$ cat config.mk
export PLATFORM = sky130hd
export DESIGN_NAME = mem_ctl_mem_responder
export DESIGN_NICKNAME = d
export VERILOG_FILES = /design/src/rtl/mem_ctl_mem_responder.sv
export SDC_FILE = /design/constraint.sdc
export NUM_CORES = 1
export LEC_CHECK = 0
export CAP_MARGIN = 10
export CORE_UTILIZATION = 30
export DETAILED_ROUTE_END_ITERATION = 12
export SLEW_MARGIN = 10
export SYNTH_ARGS = -nofsm -noshare
export SYNTH_HDL_FRONTEND = slang
export SYNTH_SLANG_ARGS = --single-unit
$ cat constraint.sdc
create_clock -name clk -period 2.4 [get_ports clk]
set_input_delay 0.6 -clock clk [delete_from_list [all_inputs] [get_ports clk]]
set_output_delay 0.6 -clock clk [all_outputs]
set_load 0.02 [all_outputs]
$ cat src/rtl/mem_ctl_mem_responder.sv
// Memory-side responder for the mem_write/mem_read/mem_done four-phase handshake.
// The request lines are synchronised into clk. After a fixed access latency the
// responder writes or reads an internal register-file array. It then holds
// mem_done high until the request is withdrawn. Controller-side protocol
// violations raise a sticky proto_err flag.
module mem_ctl_mem_responder #(
  parameter int ADDR_W      = 4,
  parameter int DATA_W      = 8,
  parameter int LATENCY     = 2,
  parameter int SYNC_STAGES = 2
) (
  input  logic              clk,
  input  logic              rst,
  input  logic              mem_write,
  input  logic              mem_read,
  input  logic [ADDR_W-1:0] addr,
  input  logic [DATA_W-1:0] wdata,
  output logic              mem_done,
  output logic [DATA_W-1:0] rdata,
  output logic              proto_err
);

  localparam int DEPTH = 2 ** ADDR_W;
  localparam int CNT_W = (LATENCY > 1) ? $clog2(LATENCY) : 1;

  typedef enum logic [1:0] {
    ST_IDLE = 2'd0,
    ST_BUSY = 2'd1,
    ST_DONE = 2'd2,
    ST_HOLD = 2'd3
  } state_t;

  logic [SYNC_STAGES-1:0] wr_sync_r;
  logic [SYNC_STAGES-1:0] rd_sync_r;
  logic                   wr_s;
  logic                   rd_s;

  state_t                 state_r;
  state_t                 state_nxt_s;
  logic [CNT_W-1:0]       cnt_r;
  logic [CNT_W-1:0]       cnt_nxt_s;
  logic                   op_wr_r;       // latched operation: 1 = write, 0 = read
  logic                   op_wr_nxt_s;
  logic [ADDR_W-1:0]      addr_r;
  logic [ADDR_W-1:0]      addr_nxt_s;
  logic [DATA_W-1:0]      wdata_r;
  logic [DATA_W-1:0]      wdata_nxt_s;
  logic                   done_nxt_s;
  logic [DATA_W-1:0]      rdata_nxt_s;
  logic                   perr_nxt_s;
  logic                   arr_we_s;
  logic                   req_lat_s;
  logic                   other_s;

  logic [DATA_W-1:0]      mem_r [DEPTH];

  // Request synchroniser: shift the asynchronous request levels into clk.
  always_ff @(posedge clk or negedge rst) begin
    if (!rst) begin
      wr_sync_r <= {SYNC_STAGES{1'b0}};
      rd_sync_r <= {SYNC_STAGES{1'b0}};
    end else begin
      wr_sync_r <= {wr_sync_r[SYNC_STAGES-2:0], mem_write};
      rd_sync_r <= {rd_sync_r[SYNC_STAGES-2:0], mem_read};
    end
  end

  assign wr_s      = wr_sync_r[SYNC_STAGES-1];
  assign rd_s      = rd_sync_r[SYNC_STAGES-1];
  // The request that started the access, and the one that must stay quiet.
  assign req_lat_s = op_wr_r ? wr_s : rd_s;
  assign other_s   = op_wr_r ? rd_s : wr_s;

  // State register plus the registered outputs and the latched request fields.
  always_ff @(posedge clk or negedge rst) begin
    if (!rst) begin
      state_r   <= ST_IDLE;
      cnt_r     <= {CNT_W{1'b0}};
      op_wr_r   <= 1'b0;
      addr_r    <= {ADDR_W{1'b0}};
      wdata_r   <= {DATA_W{1'b0}};
      mem_done  <= 1'b0;
      rdata     <= {DATA_W{1'b0}};
      proto_err <= 1'b0;
    end else begin
      state_r   <= state_nxt_s;
      cnt_r     <= cnt_nxt_s;
      op_wr_r   <= op_wr_nxt_s;
      addr_r    <= addr_nxt_s;
      wdata_r   <= wdata_nxt_s;
      mem_done  <= done_nxt_s;
      rdata     <= rdata_nxt_s;
      proto_err <= perr_nxt_s;
    end
  end

  // Next-state logic of the handshake FSM.
  always_comb begin
    state_nxt_s = state_r;
    case (state_r)
      ST_IDLE: begin
        if (wr_s ^ rd_s)      state_nxt_s = ST_BUSY;
        else if (wr_s & rd_s) state_nxt_s = ST_HOLD;
        else                  state_nxt_s = ST_IDLE;
      end
      ST_BUSY: begin
        if (!req_lat_s)                    state_nxt_s = ST_IDLE;
        else if (cnt_r == CNT_W'(0))       state_nxt_s = ST_DONE;
        else                               state_nxt_s = ST_BUSY;
      end
      ST_DONE: begin
        if (!req_lat_s) state_nxt_s = ST_IDLE;
        else            state_nxt_s = ST_DONE;
      end
      ST_HOLD: begin
        if (!wr_s && !rd_s) state_nxt_s = ST_IDLE;
        else                state_nxt_s = ST_HOLD;
      end
      default: state_nxt_s = ST_IDLE;
    endcase
  end

  // Output and datapath next values; the array is written only on the completing edge.
  always_comb begin
    cnt_nxt_s   = cnt_r;
    op_wr_nxt_s = op_wr_r;
    addr_nxt_s  = addr_r;
    wdata_nxt_s = wdata_r;
    done_nxt_s  = mem_done;
    rdata_nxt_s = rdata;
    perr_nxt_s  = proto_err;
    arr_we_s    = 1'b0;
    case (state_r)
      ST_IDLE: begin
        done_nxt_s = 1'b0;
        if (wr_s ^ rd_s) begin
          op_wr_nxt_s = wr_s;
          addr_nxt_s  = addr;
          wdata_nxt_s = wdata;
          cnt_nxt_s   = CNT_W'(LATENCY - 1);
        end else if (wr_s & rd_s) begin
          perr_nxt_s = 1'b1;
        end else begin
          cnt_nxt_s = cnt_r;
        end
      end
      ST_BUSY: begin
        if (!req_lat_s) begin
          perr_nxt_s = 1'b1;
        end else begin
          if (other_s) begin
            perr_nxt_s = 1'b1;
          end else begin
            perr_nxt_s = proto_err;
          end
          if (cnt_r == CNT_W'(0)) begin
            done_nxt_s = 1'b1;
            if (op_wr_r) begin
              arr_we_s = 1'b1;
            end else begin
              rdata_nxt_s = mem_r[addr_r];
            end
          end else begin
            cnt_nxt_s = cnt_r - CNT_W'(1);
          end
        end
      end
      ST_DONE: begin
        if (other_s) begin
          perr_nxt_s = 1'b1;
        end else begin
          perr_nxt_s = proto_err;
        end
        if (!req_lat_s) begin
          done_nxt_s = 1'b0;
        end else begin
          done_nxt_s = 1'b1;
        end
      end
      ST_HOLD: begin
        done_nxt_s = 1'b0;
      end
      default: begin
        done_nxt_s = 1'b0;
      end
    endcase
  end

  // Register-file array: cleared on reset, written on the completing edge of a write.
  always_ff @(posedge clk or negedge rst) begin
    if (!rst) begin
      for (int i = 0; i < DEPTH; i++) begin
        mem_r[i] <= {DATA_W{1'b0}};
      end
    end else if (arr_we_s) begin
      mem_r[addr_r] <= wdata_r;
    end else begin
      mem_r[addr_r] <= mem_r[addr_r];
    end
  end

endmodule

==> results.py, run 1 <==
metrics = {
    "outcome": {
        "run_status": "finished, final reports clean",
    },
    "layout": {
        "num-fill-cells": 2387,
        "syn2layout_area_growth_pct": 17.67,
        "final_nets": 761,
        "drive_gt1_frac": 0.1707,
        "post-route-util": 0.3624,
        "multiInputGateArea_sq_um": 3177,
        "area.sequential_sq_um": 3958,
        "antenna-diode-count": 0,
    },
    "global_routing": {
        "antenna_found_initial": 0,
        "grt_usage": 0.1533,
        "gr-total-overflow": 0,
        "largest_net_degree_at_the_start_of_global_routing": 50,
        "grt_pass1_wl_mm": 29.90,
        "grt_pass1_vias": 5169,
    },
    "setup_path": {
        "critPathArrivalTime_ps": 2490,
        "worst_r2r_endpoint": "mem_r[32]",
        "critical_path.cell_chain": "buf_4, mux2i_1, a22oi_1, a32oi_4, o21ai_0",
        "worstSetupEndpointType": "flip-flop",
        "crit_type": "flip-flop to flip-flop",
        "critical-path-slowest-cell": "sky130_fd_sc_hd__dfrtp_4",
        "setup.worst_path.start_class": "flip-flop",
        "timing.reg2reg.setup_slack_ps": 210,
        "critical_path_peak_fanout": 27,
        "worst-endpoint-required_ps": 2690,
        "cp_slowest_stage_delay_ps": 730,
        "timing.rr.start": "addr_r[1]",
        "critical_path_buf_inv_count": 1,
        "path_delay_family": "compound AO/OA/AOI/OAI gates",
        "r2r.worst_path.cells": 5,
    },
    "drt": {
        "route.vias.total": 5401,
        "highest_layer": "met4",
        "met3_wire_length_um": 876,
        "met2WireLength_mm": 8.798,
        "route.antenna.remaining_nets": 0,
        "detail_route.wirelength.met1_mm": 8.779,
        "drt_pass1_iterations": 5,
        "route.detailed.vias_per_inst": 5.029,
        "drcViolationCount": 0,
        "dr.first_iter.drc_count": 461,
        "route.detailed.wl_per_inst_um": 17.47,
        "drt_wl_total_mm": 18.76,
    },
    "sta": {
        "final_cycle_share": 0.9145,
        "finalMaxSlewViolations": 0,
        "fmax_mhz": 455.6,
        "final_period_demand_of_the_worst_path_ps": 2195,
        "rsz_0062_raised_after_global_routing": "no",
        "slew-limit-headroom": 0.5536,
        "finalHoldViolCount": 0,
        "fin_worst_skew_ps": 8.088,
        "timing_worst_slew_pin_value_ps": 666.5,
        "fin_setup_tns_ps": 0,
        "timing.final.ws_setup_ps": 205.1,
        "setup_violations": 0,
    },
    "die": {
        "rows": 57,
        "core_region_area_sq_um": 24460,
        "fp.dieArea_sq_um": 25750,
        "die_x_um": 160.5,
        "die_y_um": 160.5,
        "initial_utilization": 0.3080,
        "number_of_top_level_pins": 26,
    },
    "clocking": {
        "cts-root-buf": "sky130_fd_sc_hd__clkbuf_16",
        "cts_max_level": 4,
        "cts.hold.buffers_added": 0,
        "cts_sinks": 158,
        "clockBufferDepth": 2,
        "cts.clk_slew.worst_paths_ps": 60,
        "tritoncts": "built",
        "cts-buffers-inserted": 17,
        "clk_latency_ps": 440,
    },
    "synth": {
        "synth.top_cell.area_share": 0.5247,
        "synth-warning-count": 0,
        "synth-xor-area-share": 0,
        "synth_async_sr_flop_share": 1.000,
        "syn_nets": 715,
        "synth.mux.area_fraction": 0.1043,
        "post_synth_main_area_contributors": "sky130_fd_sc_hd__dfrtp_1 (52%), sky130_fd_sc_hd__mux2i_1 (8.6%), sky130_fd_sc_hd__nor2_1 (6.9%), sky130_fd_sc_hd__a31oi_1 (6.0%), sky130_fd_sc_hd__a21oi_1 (3.9%)",
        "synth_edf_count": 0,
        "synth_top_flop_cell": "sky130_fd_sc_hd__dfrtp_1",
        "synthCells": 692,
        "largest_family_of_logic_cells_by_synthesized_area": "compound AO/OA/AOI/OAI gates",
        "post_synth_instance_area_sq_um": 7535,
        "syn-mean-instance-area_sq_um": 10.89,
        "yosysTopAreaCell": "sky130_fd_sc_hd__dfrtp_1",
        "yosysSeqAreaShare": 0.5247,
        "synth-simple-area-share": 0.1299,
        "postSynthRegisterBits": 158,
        "synth_fa_ha_area_frac": 0.01162,
        "synth.distinct_cells": 43,
        "share_of_the_synthesized_area_in_compound_gates_ao_oa_aoi_oai": 0.1749,
    },
    "placed_design": {
        "dp_worst_setup_slack_ps": 16.55,
        "post-dp-hpwl_mm": 12.14,
        "port_buffers": 25,
        "gpl.final_weighted_congestion": 0.7623,
    },
    "pwr": {
        "leakagePower_uw": 0.003714,
        "power.ir.vdd_worst_v": 0.0007860,
        "power_density_nw_per_um2": 1651,
    },
    "run": {
        "cap_viol_max_count": 0,
    },
    "min_path": {
        "worstHoldPathType": "input port to asynchronous set/reset pin",
    },
}
cells in the mapped netlist, types with 12 or more instances:
| cell type | n |
|---|---|
| sky130_fd_sc_hd__a21oi_1 | 59 |
| sky130_fd_sc_hd__a22oi_1 | 29 |
| sky130_fd_sc_hd__a31oi_1 | 72 |
| sky130_fd_sc_hd__buf_2 | 18 |
| sky130_fd_sc_hd__buf_6 | 18 |
| sky130_fd_sc_hd__dfrtp_1 | 158 |
| sky130_fd_sc_hd__mux2_2 | 12 |
| sky130_fd_sc_hd__mux2i_1 | 65 |
| sky130_fd_sc_hd__nand2_1 | 14 |
| sky130_fd_sc_hd__nor2_1 | 138 |
| sky130_fd_sc_hd__o21ai_0 | 12 |
cell usage in the layout, fill, tap and decap left out, types with 5 or more instances in the layout:
cell type	n
sky130_fd_sc_hd__clkdlybuf4s50_1	24
sky130_fd_sc_hd__mux2i_1	65
sky130_fd_sc_hd__nand3b_1	8
sky130_fd_sc_hd__mux2_2	12
sky130_fd_sc_hd__o21ai_0	12
sky130_fd_sc_hd__buf_12	5
sky130_fd_sc_hd__clkbuf_8	5
sky130_fd_sc_hd__a21oi_1	59
sky130_fd_sc_hd__nand2_1	14
sky130_fd_sc_hd__clkbuf_16	17
sky130_fd_sc_hd__nand3_2	8
sky130_fd_sc_hd__nor2_1	138
sky130_fd_sc_hd__nand3_1	8
sky130_fd_sc_hd__a31oi_1	72
sky130_fd_sc_hd__dfrtp_1	157
sky130_fd_sc_hd__a32oi_4	6
sky130_fd_sc_hd__a22oi_1	29
sky130_fd_sc_hd__nor3_2	7
sky130_fd_sc_hd__inv_1	7
sky130_fd_sc_hd__buf_4	46
sky130_fd_sc_hd__ha_1	7
layout make-up:
class                   count  area share
clock buffers              22     0.05574
clock inverters             9     0.01228
inverters                   7    0.002964
multi-input cells         478      0.3583
flip-flops and latches    158      0.4464
well taps                 324     0.04572
repair buffers             76     0.07861
metal layers:
layer | up-vias | track usage
li1 | 2591 | -
met1 | 2655 | 0.2121
met2 | 129 | 0.2355
met3 | 26 | 0.03228
met4 | 0 | 0.05628
met5 | - | 0
power by group:
group | internal [uW] | total [uW] | switching (uW)
sequential | 4010 | 4880 | 870
clock | 1660 | 2750 | 1090
combinational | 2910 | 7010 | 4100
kinds of logic after synthesis:
kind of cell	count (synthesis)
muxes	77
and+or+nand+nor	204
DFF	158
AOI/OAI and AO/OA	190
buffers and inverters	56
adders and majority gates	7
worst max path at each step:
stage,from,endpoint,slack (ps),cells past startpoint
6_report,addr_r[1],mem_r[32],210,5
5_1_grt,addr_r[1],mem_r[16],60,5
4_1_cts,addr_r[1],mem_r[35],150,5
3_5_place_dp,state_r[1],mem_r[76],20,6
3_3_place_gp,state_r[1],mem_r[27],50,6
2_1_floorplan,state_r[0],mem_r[6],550,7
registers in the layout, summed over array words and instances, names as in the netlist:
name / count
mem_r: 128
rdata: 8
wdata_r: 8
addr_r: 4
rd_sync_r: 2
state_r: 2
wr_sync_r: 2
cnt_r: 1
mem_done: 1
op_wr_r: 1
proto_err: 1
per-stage QoR:
step | power, uW | std cells | instance area [sq um] | hold slack, ps
6_report | 14640 | 1074 | 8866 | 104.9
5_1_grt | 15650 | 1074 | 8866 | 139.5
4_1_cts | 14620 | 1073 | 8846 | 120.8
3_5_place_dp | 11850 | 1042 | 8240 | 337.2
3_3_place_gp | 11710 | 1042 | 8240 | 332.0
2_1_floorplan | 9975 | 692 | 7535 | 304.4
what timing repair did:
action | CTS | global route
gates resized for setup | 1 | 0
pin swaps | 0 | 1
endpoints found under the setup margin | 5 | 2
setup buffers | 0 | 1
(Power assumes the default switching activity.)
==> run 2: changes to the inputs <==
==> constraint.sdc (replaced) <==
create_clock -name clk -period 2 [get_ports clk]
set_input_delay 0.3 -clock clk [delete_from_list [all_inputs] [get_ports clk]]
set_output_delay 0.3 -clock clk [all_outputs]
set_load 0.02 [all_outputs]
==> run 2 against run 1 <==
  * Sequential cell count stayed put
  * Combinational power is 31% higher
  * Fmax is 16% higher
  * Design area is 2.2% higher
  * Sequential share of layout area is 0.94 points lower
  * Power is 24% higher
  * Wire length is 1.6% lower
  * Critical path depth is 1 higher
  * Via count is 0.24% lower
  * Register-to-register slack worse by 100 ps
==> results.py, run 2 (synthesis gave the netlist of run 1 again) <==
metrics = {
    "outcome": {
        "run_status": "finished, final reports clean",
    },
    "drt": {
        "drt_pass1_iterations": 5,
        "dr.first_iter.drc_count": 286,
        "route.vias.total": 5388,
        "drcViolationCount": 0,
        "drt_wl_total_mm": 18.46,
        "route.detailed.wl_per_inst_um": 17.00,
        "route.detailed.vias_per_inst": 4.961,
        "route.antenna.remaining_nets": 0,
    },
    "sta": {
        "final_period_demand_of_the_worst_path_ps": 1896,
        "timing_worst_slew_pin_value_ps": 534.5,
        "finalHoldViolCount": 0,
        "rsz_0062_raised_after_global_routing": "no",
        "setup_violations": 0,
        "final_cycle_share": 0.9482,
        "fin_setup_tns_ps": 0,
        "finalMaxSlewViolations": 0,
        "fmax_mhz": 527.3,
        "slew-limit-headroom": 0.6437,
        "fin_worst_skew_ps": 8.400,
    },
    "pwr": {
        "relative_contribution_of_the_clock_network_to_total_power": 0.176,
        "power_switching_uw": 7325,
        "leakagePower_uw": 0.003818,
        "share_comb_of_total_power": 0.506,
        "power.ir.vdd_worst_v": 0.0009897,
        "pwr-share-seq": 0.318,
        "power_density_nw_per_um2": 1999,
        "sw_frac_of_total": 0.4045,
        "intPower_uw": 10780,
    },
    "layout": {
        "register_with_the_highest_flop_count": "mem_r",
        "largest_register_ff_count": 128,
        "top_regs": "mem_r: 128 flops, rdata: 8 flops, wdata_r: 8 flops",
        "post_layout_nonfiller_instances": 1086,
        "drive_gt1_frac": 0.1811,
        "post-route-util": 0.3703,
        "final_nets": 773,
        "most-common-layout-cells": "sky130_fd_sc_hd__dfrtp_1 (157), sky130_fd_sc_hd__nor2_1 (138), sky130_fd_sc_hd__a31oi_1 (72)",
        "syn2layout_area_growth_pct": 20.21,
        "layout.cells.most_common": "sky130_fd_sc_hd__dfrtp_1",
        "antenna-diode-count": 0,
    },
    "global_routing": {
        "antenna_found_initial": 0,
        "grt_pass1_vias": 5192,
        "gr-total-overflow": 0,
        "grt_usage": 0.1506,
        "largest_net_degree_at_the_start_of_global_routing": 47,
        "grt_pass1_wl_mm": 29.81,
    },
    "placed_design": {
        "port_buffers": 25,
        "cell_count_post_placement": 1042,
        "post-dp-hpwl_mm": 12.24,
        "gpl.final_weighted_congestion": 0.7835,
    },
    "die": {
        "core_region_area_sq_um": 24460,
        "die_y_um": 160.5,
        "initial_utilization": 0.3080,
        "rows": 57,
        "fp.dieArea_sq_um": 25750,
        "die_x_um": 160.5,
        "number_of_top_level_pins": 26,
    },
    "setup_path": {
        "critPathArrivalTime_ps": 2230,
        "critical_path_buf_inv_count": 2,
        "path_delay_family": "compound AO/OA/AOI/OAI gates",
        "timing.reg2reg.setup_slack_ps": 100,
        "setup.worst_path.start_class": "flip-flop",
        "critical-path-slowest-cell": "sky130_fd_sc_hd__dfrtp_4",
        "cp_slowest_stage_delay_ps": 510,
        "worst-endpoint-required_ps": 2340,
        "worstSetupEndpointType": "flip-flop",
        "critical_path_peak_fanout": 29,
        "critical_path.cell_chain": "buf_12, buf_12, mux2i_1, a22oi_1, nand3_2, a31oi_1",
        "critical_path.most_common_cell": "sky130_fd_sc_hd__buf_12",
        "crit_type": "flip-flop to flip-flop",
    },
    "run": {
        "cap_viol_max_count": 0,
    },
    "clocking": {
        "cts-buffers-inserted": 17,
        "cts.clk_slew.worst_paths_ps": 60,
        "cts_sinks": 158,
        "clockBufferDepth": 2,
        "cts-root-buf": "sky130_fd_sc_hd__clkbuf_16",
        "cts_max_level": 4,
        "tritoncts": "built",
        "clk_latency_ps": 420,
    },
    "min_path": {
        "worstHoldPathType": "input port to flip-flop",
    },
}
## run 2: cell count changes in the layout (fill, tap and decap cells not counted), sizes merged
cell	delta
buf	+11
clkbuf	+3
dlygate4sd3	+1
clkinv	+1
clkinvlp	-4
## run 2: per-layer routing
metal	track usage	part of all wire	vias up
met3	0.02841	0.037	18
met1	0.2199	0.50	2664
met4	0.03550	0.011	0
met5	0	0	-
met2	0.2292	0.46	94
li1	-	-	2612
## run 2: metrics by stage
step           setup slack [ps]  area (sq um)  hold WS (ps)  total power [uW]
2_1_floorplan             147.5          7535         4.409             11970
3_3_place_gp             -35.39          8303         266.8             14240
3_5_place_dp             -167.4          8303         269.3             14380
4_1_cts                   41.70          9030         307.8             18130
5_1_grt                   5.614          9057         315.7             19350
6_report                  103.5          9057         322.3             18110
## run 2: final timing paths
kind / cells past startpoint / endpoint / start
hold reg to reg: 0 / wr_sync_r[1] / wr_sync_r[0]
min in group asynchronous: 2 / mem_r[97] / rst
setup reg to reg: 6 / mem_r[11] / addr_r[1]
hold / removal: 1 / wr_sync_r[0] / mem_write
setup / recovery: 6 / mem_r[11] / addr_r[1]
max in group asynchronous: 3 / cnt_r / rst
## run 2: timing repair
action,in CTS,in global routing
resized for setup,0,4
pin swaps,5,2
endpoints found under the setup margin,74,99
buffers inserted,10,2
cloned,0,0
endpoints found under the hold margin,41,0
hold buffers,1,0
## run 2: area by class of cell
type                       count  area [sq um]
fill                        2351         15400
sequential                   158          3958
multi-input combinational    478          3187
timing repair buffer          88         902.1
clock buffer                  25         495.5
tap                          324         405.4
clock inverter                 6         83.83
inverter                       7         26.28
## run 2: power by group through the flow
stage / Sequential (uW) / Combinational, uW / Clock (uW)
2_1_floorplan: 5650 / 6320 / 0
3_3_place_gp: 5750 / 8490 / 0
3_5_place_dp: 5800 / 8580 / 0
4_1_cts: 5750 / 9120 / 3250
5_1_grt: 5950 / 10000 / 3380
6_report: 5750 / 9160 / 3190
==> run 3: changes to the inputs <==
GPL_TIMING_DRIVEN = 1   (was not set)
SKIP_LAST_GASP = 1   (was not set)
==> results of run 3 <==
The final DEF is identical to that of run 2; final timing and power are the same.
